### src/rtl/instr_word_writer_if.sv
// Bus between the loader/debug controller and the word writer, plus the
// writer's 8-bit program-memory write port.
interface instr_word_writer_if #(
    parameter int ADDR_W = 13
);
    logic              start;
    logic [15:0]       word_in;
    logic [ADDR_W-1:0] addr_in;
    logic              busy;
    logic              done;
    logic [ADDR_W-1:0] addr_out;
    logic [7:0]        data_out;
    logic              data_oe;
    logic              wr;

    modport master (
        output start, word_in, addr_in,
        input  busy, done, addr_out, data_out, data_oe, wr
    );

    modport slave (
        input  start, word_in, addr_in,
        output busy, done, addr_out, data_out, data_oe, wr
    );
endinterface

### src/rtl/instr_word_writer.sv
// Writes a 16-bit word to byte-wide program memory, high byte at A then low
// byte at A+1, with a setup cycle and a (WAIT+1)-cycle strobe per byte.
module instr_word_writer #(
    parameter int ADDR_W = 13,
    parameter int WAIT   = 0    // 0..15
) (
    input  logic clk,
    input  logic rst,
    instr_word_writer_if.slave bus
);
    typedef enum logic [2:0] {
        S_IDLE,
        S_HI_SETUP,
        S_HI_STROBE,
        S_LO_SETUP,
        S_LO_STROBE,
        S_DONE
    } state_t;

    localparam logic [3:0] WAIT_LAST = 4'(WAIT);

    state_t            state_q, state_d;
    logic [3:0]        wait_cnt_q, wait_cnt_d;
    logic [15:0]       word_q, word_d;
    logic [ADDR_W-1:0] addr_q, addr_d;

    logic              busy_q, busy_d;
    logic              done_q, done_d;
    logic [ADDR_W-1:0] addr_out_q, addr_out_d;
    logic [7:0]        data_out_q, data_out_d;
    logic              data_oe_q, data_oe_d;
    logic              wr_q, wr_d;

    // Next-state: DONE accepts a new request exactly like IDLE so words can
    // be written back-to-back without an idle gap.
    always_comb begin
        state_d    = state_q;
        wait_cnt_d = wait_cnt_q;
        word_d     = word_q;
        addr_d     = addr_q;
        case (state_q)
            S_IDLE, S_DONE: begin
                state_d    = S_IDLE;
                wait_cnt_d = '0;
                if (bus.start) begin
                    word_d  = bus.word_in;
                    addr_d  = bus.addr_in;
                    state_d = S_HI_SETUP;
                end
            end
            S_HI_SETUP: state_d = S_HI_STROBE;
            S_HI_STROBE: begin
                if (wait_cnt_q == WAIT_LAST) begin
                    wait_cnt_d = '0;
                    state_d    = S_LO_SETUP;
                end else begin
                    wait_cnt_d = wait_cnt_q + 4'd1;
                end
            end
            S_LO_SETUP: state_d = S_LO_STROBE;
            S_LO_STROBE: begin
                if (wait_cnt_q == WAIT_LAST) begin
                    wait_cnt_d = '0;
                    state_d    = S_DONE;
                end else begin
                    wait_cnt_d = wait_cnt_q + 4'd1;
                end
            end
            default: begin
                state_d    = S_IDLE;
                wait_cnt_d = '0;
            end
        endcase
    end

    // Outputs are decoded from the next state so that the registered bus
    // shows each state's values during that state's own cycles.
    always_comb begin
        busy_d     = 1'b0;
        done_d     = 1'b0;
        addr_out_d = '0;
        data_out_d = 8'h00;
        data_oe_d  = 1'b0;
        wr_d       = 1'b0;
        case (state_d)
            S_HI_SETUP, S_HI_STROBE: begin
                busy_d     = 1'b1;
                data_oe_d  = 1'b1;
                addr_out_d = addr_d;
                data_out_d = word_d[15:8];
                wr_d       = (state_d == S_HI_STROBE);
            end
            S_LO_SETUP, S_LO_STROBE: begin
                busy_d     = 1'b1;
                data_oe_d  = 1'b1;
                addr_out_d = addr_d + 1'b1;
                data_out_d = word_d[7:0];
                wr_d       = (state_d == S_LO_STROBE);
            end
            S_DONE:  done_d = 1'b1;
            default: done_d = 1'b0;
        endcase
    end

    always_ff @(posedge clk) begin
        if (rst) begin
            state_q    <= S_IDLE;
            wait_cnt_q <= '0;
            word_q     <= '0;
            addr_q     <= '0;
            busy_q     <= 1'b0;
            done_q     <= 1'b0;
            addr_out_q <= '0;
            data_out_q <= 8'h00;
            data_oe_q  <= 1'b0;
            wr_q       <= 1'b0;
        end else begin
            state_q    <= state_d;
            wait_cnt_q <= wait_cnt_d;
            word_q     <= word_d;
            addr_q     <= addr_d;
            busy_q     <= busy_d;
            done_q     <= done_d;
            addr_out_q <= addr_out_d;
            data_out_q <= data_out_d;
            data_oe_q  <= data_oe_d;
            wr_q       <= wr_d;
        end
    end

    assign bus.busy     = busy_q;
    assign bus.done     = done_q;
    assign bus.addr_out = addr_out_q;
    assign bus.data_out = data_out_q;
    assign bus.data_oe  = data_oe_q;
    assign bus.wr       = wr_q;
endmodule

### src/flat_wrapper.sv
// flat-port wrapper written by rule: the top's interface ports become plain ports
module instr_word_writer_flat 
#(
    parameter int ADDR_W = 13,
    parameter int WAIT   = 0            
)
  (clk, rst, bus_start, bus_word_in, bus_addr_in, bus_busy, bus_done, bus_addr_out, bus_data_out, bus_data_oe, bus_wr);
  instr_word_writer_if #(.ADDR_W(ADDR_W)) bus_i ();
  input  logic clk;
  input  logic rst;
  input wire logic [$bits(bus_i.start)-1:0] bus_start;
  input wire logic [$bits(bus_i.word_in)-1:0] bus_word_in;
  input wire logic [$bits(bus_i.addr_in)-1:0] bus_addr_in;
  output wire logic [$bits(bus_i.busy)-1:0] bus_busy;
  output wire logic [$bits(bus_i.done)-1:0] bus_done;
  output wire logic [$bits(bus_i.addr_out)-1:0] bus_addr_out;
  output wire logic [$bits(bus_i.data_out)-1:0] bus_data_out;
  output wire logic [$bits(bus_i.data_oe)-1:0] bus_data_oe;
  output wire logic [$bits(bus_i.wr)-1:0] bus_wr;
  assign bus_i.start = bus_start;
  assign bus_i.word_in = bus_word_in;
  assign bus_i.addr_in = bus_addr_in;
  assign bus_busy = bus_i.busy;
  assign bus_done = bus_i.done;
  assign bus_addr_out = bus_i.addr_out;
  assign bus_data_out = bus_i.data_out;
  assign bus_data_oe = bus_i.data_oe;
  assign bus_wr = bus_i.wr;
  instr_word_writer #(.ADDR_W(ADDR_W), .WAIT(WAIT)) u_core (.clk(clk), .rst(rst), .bus(bus_i));
endmodule
### config.mk
export PLATFORM = sky130hd
export DESIGN_NAME = instr_word_writer_flat
export DESIGN_NICKNAME = d
export VERILOG_FILES = /design/src/rtl/instr_word_writer_if.sv /design/src/rtl/instr_word_writer.sv /design/src/flat_wrapper.sv
export SDC_FILE = /design/constraint.sdc
export NUM_CORES = 1
export LEC_CHECK = 0
export CAP_MARGIN = 20
export CORE_ASPECT_RATIO = 0.75
export CORE_UTILIZATION = 50
export DETAILED_ROUTE_END_ITERATION = 16
export GPL_TIMING_DRIVEN = 1
export HOLD_SLACK_MARGIN = 0.08
export PLACE_DENSITY = 0.79
export SLEW_MARGIN = 20
export SYNTH_ARGS = -nofsm -noshare
export SYNTH_HDL_FRONTEND = slang
export SYNTH_SLANG_ARGS = --single-unit
### constraint.sdc
create_clock -name clk -period 3.7 [get_ports clk]
set_input_delay 0.74 -clock clk [delete_from_list [all_inputs] [get_ports clk]]
set_output_delay 0.74 -clock clk [all_outputs]
set_load 0.005 [all_outputs]
==> results by group, run 1 <==
Global routing
  – M2 GR Usage: approximately a third
  – Layer with the highest usage: met2
  – GRT Resource Usage Total: a little under a quarter
  – Met1 GRT Util: approximately 29%
  – Vias in the first global route: between 2000 and 2500
  – Initial antenna violation count: 0
  – Largest net degree at the start of global routing: 37
  – First-pass GRT wire length: 9780 um
  – GR Layer Usage met3: a little under a tenth
  – GRT Residual Overflow: 0

Routing
  – Total wire length: 5830 um
  – Residual DRC: 0
  – WL per Instance: 14.3 um
  – DRT Pass-1 Iters: 6
  – DR vias: approximately 2200
  – Detail Route Antenna Nets: 0
  – Initial DRC count: approximately 140
  – Vias/cell: between 5 and 6

Synthesis
  – Synth area leader: dfxtp_1
  – Syn nets: 313
  – Post-synth top cells: dfxtp_1, nor2_1, mux2i_1
  – Seq/Total Area, Yosys: 45.5%
  – Post-synth top area share: between 40% and 50%
  – Most common cell in the netlist: dfxtp_1
  – Mapped Area: 2640 um2
  – Yosys warning count: 0
  – EDFF count, synth: 0
  – Synth async-reset ratio: 0%
  – Mapped Cells: between 200 and 300
  – Average size of a mapped cell: 9.51 um2
  – Synth cell types: 50
  – Synth Flop Type: dfxtp_1
  – Synth top area cells: dfxtp_1, mux2i_1, nor2_1
  – #FFs+latches synth: 60

CTS
  – Post-CTS setup buffers: 0
  – H-Tree Depth: 3
  – CTS Buffer Depth: 2
  – Hold_buf cts: 0
  – CTS tree: built
  – Worst-Skew Late Latency: between 0.3 and 0.4 ns
  – Clock sinks: 60
  – TritonCTS Buffers: 9
  – Root buf cell: clkbuf_8
  – Clk slew on worst S/H paths: roughly 0.060 ns
  – Resized Gates After CTS: 0

Setup path
  – Critical path required time: 3.94 ns
  – Worst setup EP type: register
  – Worst-path cell chain: clkdlybuf4s50_1 -> nand2b_4 -> nor2_4 -> mux2i_1 -> inv_1 -> ha_1 -> and3_1 -> nand3_1 -> o22a_1 -> o31a_1 -> o32ai_1
  – Setup CP Type: in2reg
  – Worst setup SP type: input pin
  – Largest stage delay on the critical path: 0.57 ns
  – Critical Path AT: 3.17 ns
  – Flop2flop setup slack: 0.78 ns
  – Worst reg-to-reg path cell count: 10
  – RR Startpoint: u_core.state_q[0]$_SDFF_PP0_
  – Max FO, Critical Path: 10
  – CP max-delay cell: clkdlybuf4s50_1
  – Critical R2R Capture: u_core.bus.addr_out[12]$_SDFF_PP0_

Hold path
  – WHS Path Cells: 2
  – WHS Endpoint: u_core.word_q[8]$_SDFF_PP0_
  – Worst min path class: reg2reg
  – Worst Hold Launch: u_core.word_q[8]$_SDFF_PP0_

Placed design
  – Gp weighted congestion: ~0.87
  – PortBufs: 56
  – Hpwl dp: a little over 4000 um
  – Area post-placement: 3220 um2

Power and ir drop
  – Tot Pwr: 1.96 mW
  – Leak: around 1.3 nW
  – Sw Pwr: 589 uW
  – Cell-internal power: 1.37 mW
  – Worst VDD drop: 0.284 mV
  – Clock group share of total power: roughly 30%
  – Seq pwr share: about 41%
  – Comb pwr share: 28.9%
  – Pwr dens: ~570 nW/um2
  – Switching Share: ~30%

Outcome
  – Status: complete, no violations

STA
  – Final Slew Violations: 0
  – Final setup fails: 0
  – Setup Total Neg Slack: 0 ns
  – Worst-Margin Slew: around 0.64 ns
  – Crit share post-route: between 70% and 80%
  – Slew HR: a little under three fifths
  – RSZ-0062 raised after global routing: no
  – Max Freq: ~0.34 GHz
  – Clock period minus worst slack: 2.93 ns
  – Final Hold Violating Endpoints: 0
  – Skew final: between 0.005 and 0.006 ns

Die
  – Die Width: 85.9 um
  – Core area: ~5000 um2
  – Die H: ~65 um
  – Row cnt: 22
  – Top Ports: 57
  – Die area: between 5000 and 6000 um2
  – Starting Density: 53.0%

Final layout
  – Share of cells above drive strength 1: under 10%
  – Final instance area: between 3000 and 4000 um2
  – Fill cells: 418
  – Final net count: about 370
  – Antenna cell count: 0
  – Area Growth Syn to Fin: 29.4%

Job
  – Max-cap violations: 0
critical path: cells and delay by family:
kind	cells	cell delay [ns]
fa+ha+maj	1	0.19
simple gates	4	0.65
compound gates	3	0.78
mux	1	0.14
buf+inv	2	0.65
layout make-up:
type | count | area, um2 | area share (%)
tap | 72 | 90.1 | 2.63
sequential | 60 | 1200 | 35.1
multi-input combinational | 191 | 1310 | 38.3
clock buffer | 12 | 155 | 4.54
timing repair buffer | 59 | 583 | 17.1
inverter | 9 | 33.8 | 0.988
clock inverter | 4 | 47.5 | 1.39
worst max-delay path by stage:
| stage | from | end | slack (ns) | cells past startpoint |
|---|---|---|---|---|
| global placement | bus_start | u_core.bus.addr_out[12]$_SDFF_PP0_ | 0.58 | 11 |
| global route | u_core.state_q[0]$_SDFF_PP0_ | u_core.bus.addr_out[12]$_SDFF_PP0_ | 0.53 | 10 |
| CTS | bus_start | u_core.bus.addr_out[12]$_SDFF_PP0_ | 0.80 | 11 |
| floorplan | bus_start | u_core.bus.addr_out[6]$_SDFF_PP0_ | 0.88 | 12 |
| detailed placement | bus_start | u_core.bus.addr_out[12]$_SDFF_PP0_ | 0.46 | 11 |
| finish | bus_start | u_core.bus.addr_out[12]$_SDFF_PP0_ | 0.77 | 11 |
power groups by stage:
stage / combinational [mW] / clock [mW] / sequential, mW
after floorplan: 0.384 / 0 / 0.797
after global placement: 0.551 / 0 / 0.818
after detailed placement: 0.565 / 0 / 0.820
after CTS: 0.568 / 0.609 / 0.805
after global routing: 0.622 / 0.643 / 0.815
final: 0.567 / 0.588 / 0.805
logic make-up after synthesis:
group                      count (synthesis)  share of synthesized area, %
muxes                                     30                          11.4
adders and majority gates                  3                          1.42
and+or+nand+nor                           91                          17.8
buffers and inverters                     27                          5.21
DFF                                       60                          45.5
AOI/OAI and AO/OA                         54                          14.1
xor gates and xnor gates                  13                          4.59
cell usage in the layout (no fill, tap or decap), types with 2 or more instances in the layout:
cell,n
o22ai_1,7
inv_1,9
o32ai_1,2
nor3b_1,4
xor2_1,7
and2_1,4
nand2b_1,3
dfxtp_1,60
o21bai_1,2
ha_1,3
o22a_1,2
nor2_1,37
xnor2_1,5
a22oi_1,3
a222oi_1,2
nand4_1,2
o2111ai_1,2
o21ai_0,10
nor2b_1,2
a21oi_1,5
clkdlybuf4s50_1,56
a211oi_1,2
and4_1,3
and3_1,2
nand2_1,9
mux2i_1,29
buf_4,3
clkbuf_8,11
o31ai_1,8
nor3_1,3
or3_1,10
nand3_1,6
clkinv_2,2
o21ai_1,2
state kept, by name (all words and copies together), names as in the netlist:
| name | cells |
|---|---|
| u_core.bus.data_oe | 1 |
| u_core.bus.addr_out | 13 |
| u_core.wait_cnt_q | 4 |
| u_core.bus.wr | 1 |
| u_core.state_q | 3 |
| u_core.bus.done | 1 |
| u_core.addr_q | 13 |
| u_core.word_q | 16 |
| u_core.bus.data_out | 8 |
routing by layer:
| layer | up-vias | share of wire (%) |
|---|---|---|
| met5 | - | 0 |
| met4 | 0 | 0.88 |
| met3 | 9 | 7.3 |
| met2 | 87 | 45 |
| met1 | 1023 | 47 |
| li1 | 1092 | - |
per-stage QoR:
step / utilization (%) / hold slack, ns / setup WS, ns / std cells
after floorplan: - / 0.448 / 0.885 / 278
after global placement: 64.6 / 0.460 / 0.582 / 391
after detailed placement: 64.6 / 0.470 / 0.456 / 391
after CTS: 68.6 / 0.486 / 0.796 / 407
after global routing: 68.6 / 0.513 / 0.527 / 407
final: 68.6 / 0.481 / 0.767 / 407
(Power assumes the default switching activity.)
==> run 2, diff against run 1 <==
==> constraint.sdc (replaced) <==
create_clock -name clk -period 3 [get_ports clk]
set_input_delay 0.6 -clock clk [delete_from_list [all_inputs] [get_ports clk]]
set_output_delay 0.6 -clock clk [all_outputs]
set_load 0.005 [all_outputs]
==> run 2 against run 1 <==
Net effect:
- via count up 2.4%
- die area unchanged
- first-iteration DRC count unchanged
- count of clock-buffer cells in the layout unchanged
- critical endpoint unchanged
- largest power group unchanged
==> results by group, run 2 (synthesized netlist as in run 1, its figures left out) <==
Outcome
  – Status: complete, no violations

CTS
  – CTS Buffer Depth: 2
  – Resized Gates After CTS: 0
  – TritonCTS Buffers: 9
  – Post-CTS setup buffers: 0
  – Clk slew on worst S/H paths: roughly 0.070 ns
  – Clock sinks: 60
  – H-Tree Depth: 3
  – Hold_buf cts: 0
  – Worst-Skew Late Latency: 0.33 ns
  – Root buf cell: clkbuf_8
  – CTS tree: built

Power and ir drop
  – Comb pwr share: a little under a third
  – Sw Pwr: 733 uW
  – Pwr dens: approximately 690 nW/um2
  – Switching Share: a little over 30%
  – Tot Pwr: 2.39 mW
  – Clock group share of total power: between 20% and 30%
  – Cell-internal power: between 1.5 and 2 mW
  – Worst VDD drop: a little under 0.4 mV
  – Seq pwr share: slightly above 40%
  – Leak: between 1 and 1.5 nW

STA
  – Crit share post-route: between 90 and 100%
  – Clock period minus worst slack: 2.71 ns
  – Slew HR: 59.3%
  – Setup Total Neg Slack: 0 ns
  – Final setup fails: 0
  – Skew final: about 0.011 ns
  – RSZ-0062 raised after global routing: no
  – Final Hold Violating Endpoints: 0
  – Final Slew Violations: 0
  – Max Freq: 0.369 GHz
  – Worst-Margin Slew: around 0.60 ns
  – Post-route setup slack: between 0.2 and 0.3 ns

Job
  – Max-cap violations: 0

Die
  – Starting Density: a little over half
  – Die area: between 5000 and 6000 um2
  – Die Width: roughly 86 um
  – Core area: 4980 um2
  – Die H: around 65 um
  – Top Ports: 57
  – Row cnt: 22

Placed design
  – Hpwl dp: 4180 um
  – PortBufs: 56
  – DP Worst Slack: -0.0177 ns
  – Gp weighted congestion: 0.911
  – Area post-placement: 3270 um2

Routing
  – WL per Instance: 14.4 um
  – DR vias: ~2300
  – Vias/cell: between 5 and 6
  – Residual DRC: 0
  – Total wire length: 5950 um
  – Detail Route Antenna Nets: 0
  – DRT Pass-1 Iters: 4
  – Initial DRC count: approximately 140

Setup path
  – Worst setup SP type: input pin
  – Critical path required time: between 3 and 4 ns
  – Setup CP Type: in2reg
  – Worst setup EP type: register
  – Max FO, Critical Path: 4
  – Critical Path AT: 2.94 ns

Final layout
  – Most common cell after layout, fill and taps aside: dfxtp_1
  – Area Growth Syn to Fin: 30.8%
  – Share of cells above drive strength 1: a little under a tenth
  – Final net count: ~370
  – Most frequent cells in the layout: dfxtp_1, clkdlybuf4s50_1, nor2_1, mux2i_1, clkbuf_8
  – Final Core Density: between 60% and 70%
  – Antenna cell count: 0
  – Final instance area: roughly 3500 um2
  – Biggest register: u_core.word_q
  – Largest register FFs: 16

Global routing
  – First-pass GRT wire length: a little under 10000 um
  – GRT Resource Usage Total: between 20 and 25%
  – GRT Residual Overflow: 0
  – Largest net degree at the start of global routing: 40
  – Initial antenna violation count: 0
  – Vias in the first global route: 2031

Hold path
  – Worst min path class: reg2reg
## run 2: path summary, 6_finish.rpt
kind | startpoint | cells past startpoint | end | slack, ns
hold reg to reg | u_core.word_q[9]$_SDFF_PP0_ | 2 | u_core.word_q[9]$_SDFF_PP0_ | 0.48
setup reg to reg | u_core.state_q[1]$_SDFF_PP0_ | 10 | u_core.bus.addr_out[12]$_SDFF_PP0_ | 0.53
hold / removal | u_core.word_q[9]$_SDFF_PP0_ | 2 | u_core.word_q[9]$_SDFF_PP0_ | 0.48
setup / recovery | bus_start | 11 | u_core.bus.addr_out[12]$_SDFF_PP0_ | 0.29
## run 2: cell type report
class | count | area, um2
Timing Repair Buffer | 66 | 636
Clock buffer | 12 | 165
Inverter | 9 | 33.8
Multi-Input combinational cell | 191 | 1310
Sequential cell | 60 | 1200
Clock inverter | 3 | 21.3
Tap cell | 72 | 90.1
Fill cell | 411 | 1530
## run 2: critical path, stage by stage
cell and delay [ns]:
clkdlybuf4s50_1 0.56, nand2b_4 0.08, nor2_4 0.15, mux2i_1 0.11, inv_1 0.07, ha_1 0.19, and3_1 0.22, nand3_1 0.16
o22a_1 0.26, o31a_1 0.24, o32ai_1 0.30
## run 2: through the flow
step | hold slack (ns) | instances
2_1_floorplan | 0.448 | 278
3_3_place_gp | 0.461 | 398
3_5_place_dp | 0.470 | 398
4_1_cts | 0.485 | 413
5_1_grt | 0.515 | 413
6_report | 0.478 | 413
## run 2: per-layer routing
layer  part of all wire [%]  global-route usage [%]
met4                    1.0                    10.0
met1                     48                    30.0
met5                      0                       0
met3                    7.5                    5.99
met2                     44                    35.0
## run 2: power by group through the flow
stage	clock [mW]	sequential (mW)	combinational [mW]
2_1_floorplan	0	0.983	0.473
3_3_place_gp	0	0.993	0.727
3_5_place_dp	0	0.997	0.743
4_1_cts	0.677	0.980	0.746
5_1_grt	0.711	0.993	0.815
6_report	0.660	0.980	0.746
==> run 3, diff against run 2 <==
--- a/config.mk
+++ b/config.mk
@@ -12,6 +12,8 @@
 export GPL_TIMING_DRIVEN = 1
 export HOLD_SLACK_MARGIN = 0.08
 export PLACE_DENSITY = 0.79
+export REMOVE_ABC_BUFFERS = 1
+export SKIP_CTS_REPAIR_TIMING = 1
 export SLEW_MARGIN = 20
 export SYNTH_ARGS = -nofsm -noshare
 export SYNTH_HDL_FRONTEND = slang
==> run 3 against run 2 <==
Net effect:
- die area did not move
- combinational power is essentially flat
- power rose by 1.4%
- count of clock-buffer cells in the layout is 3 lower
- sequential share of layout area shrank 0.20 points
- critical path depth stayed put
- global-route usage fell by 0.35 points
- highest routed layer unchanged
- largest power group unchanged
- non-clock buffer count grew 2
- largest cell class unchanged
==> results by group, run 3 (synthesized netlist as in run 1, its figures left out) <==
Placed design
  – Gp weighted congestion: ~0.86
  – Hpwl dp: roughly 4100 um
  – PortBufs: between 50 and 60
  – Area post-placement: between 3000 and 4000 um2

CTS
  – Root buf cell: clkbuf_8
  – CTS Buffer Depth: 2
  – Worst-Skew Late Latency: about 0.34 ns
  – Clock sinks: 60
  – Clk slew on worst S/H paths: about 0.07 ns
  – CTS tree: built
  – H-Tree Depth: 3
  – TritonCTS Buffers: 9

Outcome
  – Status: complete, no violations

Setup path
  – RR Startpoint: u_core.state_q[0]$_SDFF_PP0_
  – Worst setup EP type: register
  – Critical Path AT: about 2.9 ns
  – Critical path startpoint: bus_start
  – Setup CP Type: in2reg
  – Worst setup SP type: input pin
  – Critical path required time: around 3.3 ns
  – Max FO, Critical Path: 4

Routing
  – Total wire length: 5850 um
  – Detail Route Antenna Nets: 0
  – Residual DRC: 0
  – Initial DRC count: 177
  – DR vias: about 2300
  – WL per Instance: approximately 14 um
  – DRT Pass-1 Iters: 4
  – Vias/cell: approximately 5.4

Die
  – Top Ports: 57
  – Core area: 4980 um2
  – Starting Density: a little over half
  – Row cnt: 22
  – Die H: around 65 um
  – Die area: 5580 um2
  – Die Width: roughly 86 um

Power and ir drop
  – Worst VDD drop: 0.465 mV
  – Pwr dens: between 600 and 700 nW/um2
  – Leak: about 1.3 nW

STA
  – Worst-Margin Slew: 1.13 ns
  – Crit share post-route: 88.8%
  – Skew final: 0.00835 ns
  – RSZ-0062 raised after global routing: no
  – Hold Slack: 0.480 ns
  – Max Freq: between 0.3 and 0.4 GHz
  – Final setup fails: 0
  – Final Slew Violations: 0
  – Clock period minus worst slack: approximately 2.7 ns
  – Slew HR: between 20% and 30%
  – Setup Total Neg Slack: 0 ns
  – Final Hold Violating Endpoints: 0

Global routing
  – Initial antenna violation count: 0
  – Largest net degree at the start of global routing: 34
  – First-pass GRT wire length: around 9400 um
  – Vias in the first global route: roughly 2000
  – GRT Residual Overflow: 0
  – GRT Resource Usage Total: around 22%

Final layout
  – Final net count: about 370
  – Antenna cell count: 0
  – Largest register FFs: 16
  – Biggest register: u_core.word_q
  – Area Growth Syn to Fin: 31.5%
  – Final instance area: 3480 um2
  – Most frequent cells in the layout: dfxtp_1, clkdlybuf4s50_1, nor2_1, mux2i_1, buf_4
  – Share of cells above drive strength 1: between 10% and 20%
  – Most common cell after layout, fill and taps aside: dfxtp_1

Job
  – Max-cap violations: 0

Hold path
  – Worst Hold Launch: u_core.word_q[14]$_SDFF_PP0_
  – Worst min path class: reg2reg
## run 3: cell count changes in the layout (fill, tap and decap cells not counted), sizes merged
cell / before / now
clkbuf: 12 / 9
buf: 10 / 12
clkinvlp: 1 / 3
bufinv: 0 / 1
clkinv: 2 / 3
## run 3: layer usage
layer,routed length (um),global-route usage [%],up-vias
met2,2550,33.5,82
met1,2780,29.0,1048
li1,-,-,1114
met4,67,10.0,0
met3,447,7.77,8
met5,0,0,-
## run 3: area by class of cell
| type | instances | area [um2] |
|---|---|---|
| fillers | 403 | 1510 |
| inverters | 9 | 33.8 |
| flip-flops and latches | 60 | 1200 |
| well taps | 72 | 90.1 |
| repair buffers | 68 | 651 |
| multi-input cells | 191 | 1310 |
| clock buffers | 9 | 124 |
| clock inverters | 7 | 67.6 |
## run 3: path summary, 6_finish.rpt
path / cells past startpoint / slack (ns) / to
setup reg to reg: 10 / 0.47 / u_core.bus.addr_out[12]$_SDFF_PP0_
setup / recovery: 11 / 0.34 / u_core.bus.addr_out[12]$_SDFF_PP0_
hold / removal: 2 / 0.48 / u_core.word_q[14]$_SDFF_PP0_
hold reg to reg: 2 / 0.48 / u_core.word_q[14]$_SDFF_PP0_
## run 3: critical path: stages
cell and delay, ns:
clkdlybuf4s50_1 0.58, nand2b_4 0.08, nor2_4 0.15, mux2i_1 0.11, inv_1 0.07, ha_1 0.21, and3_1 0.22, nand3_1 0.14
o22a_1 0.25, o31a_1 0.24, o32ai_1 0.25
## run 3: report_power, final
part           switching, mW  internal, mW
clock                  0.317         0.378
combinational          0.375         0.371
sequential            0.0587         0.922
total                  0.750          1.67
## run 3: through the flow
step | util, % | cells | setup WS (ns) | power (mW)
after floorplan | - | 260 | -0.637 | 1.41
after global placement | 65.9 | 400 | 0.112 | 1.72
after detailed placement | 65.9 | 400 | 0.0292 | 1.74
after CTS | 69.8 | 416 | 0.353 | 2.43
after global routing | 69.8 | 416 | 0.202 | 2.55
final | 69.8 | 416 | 0.337 | 2.42
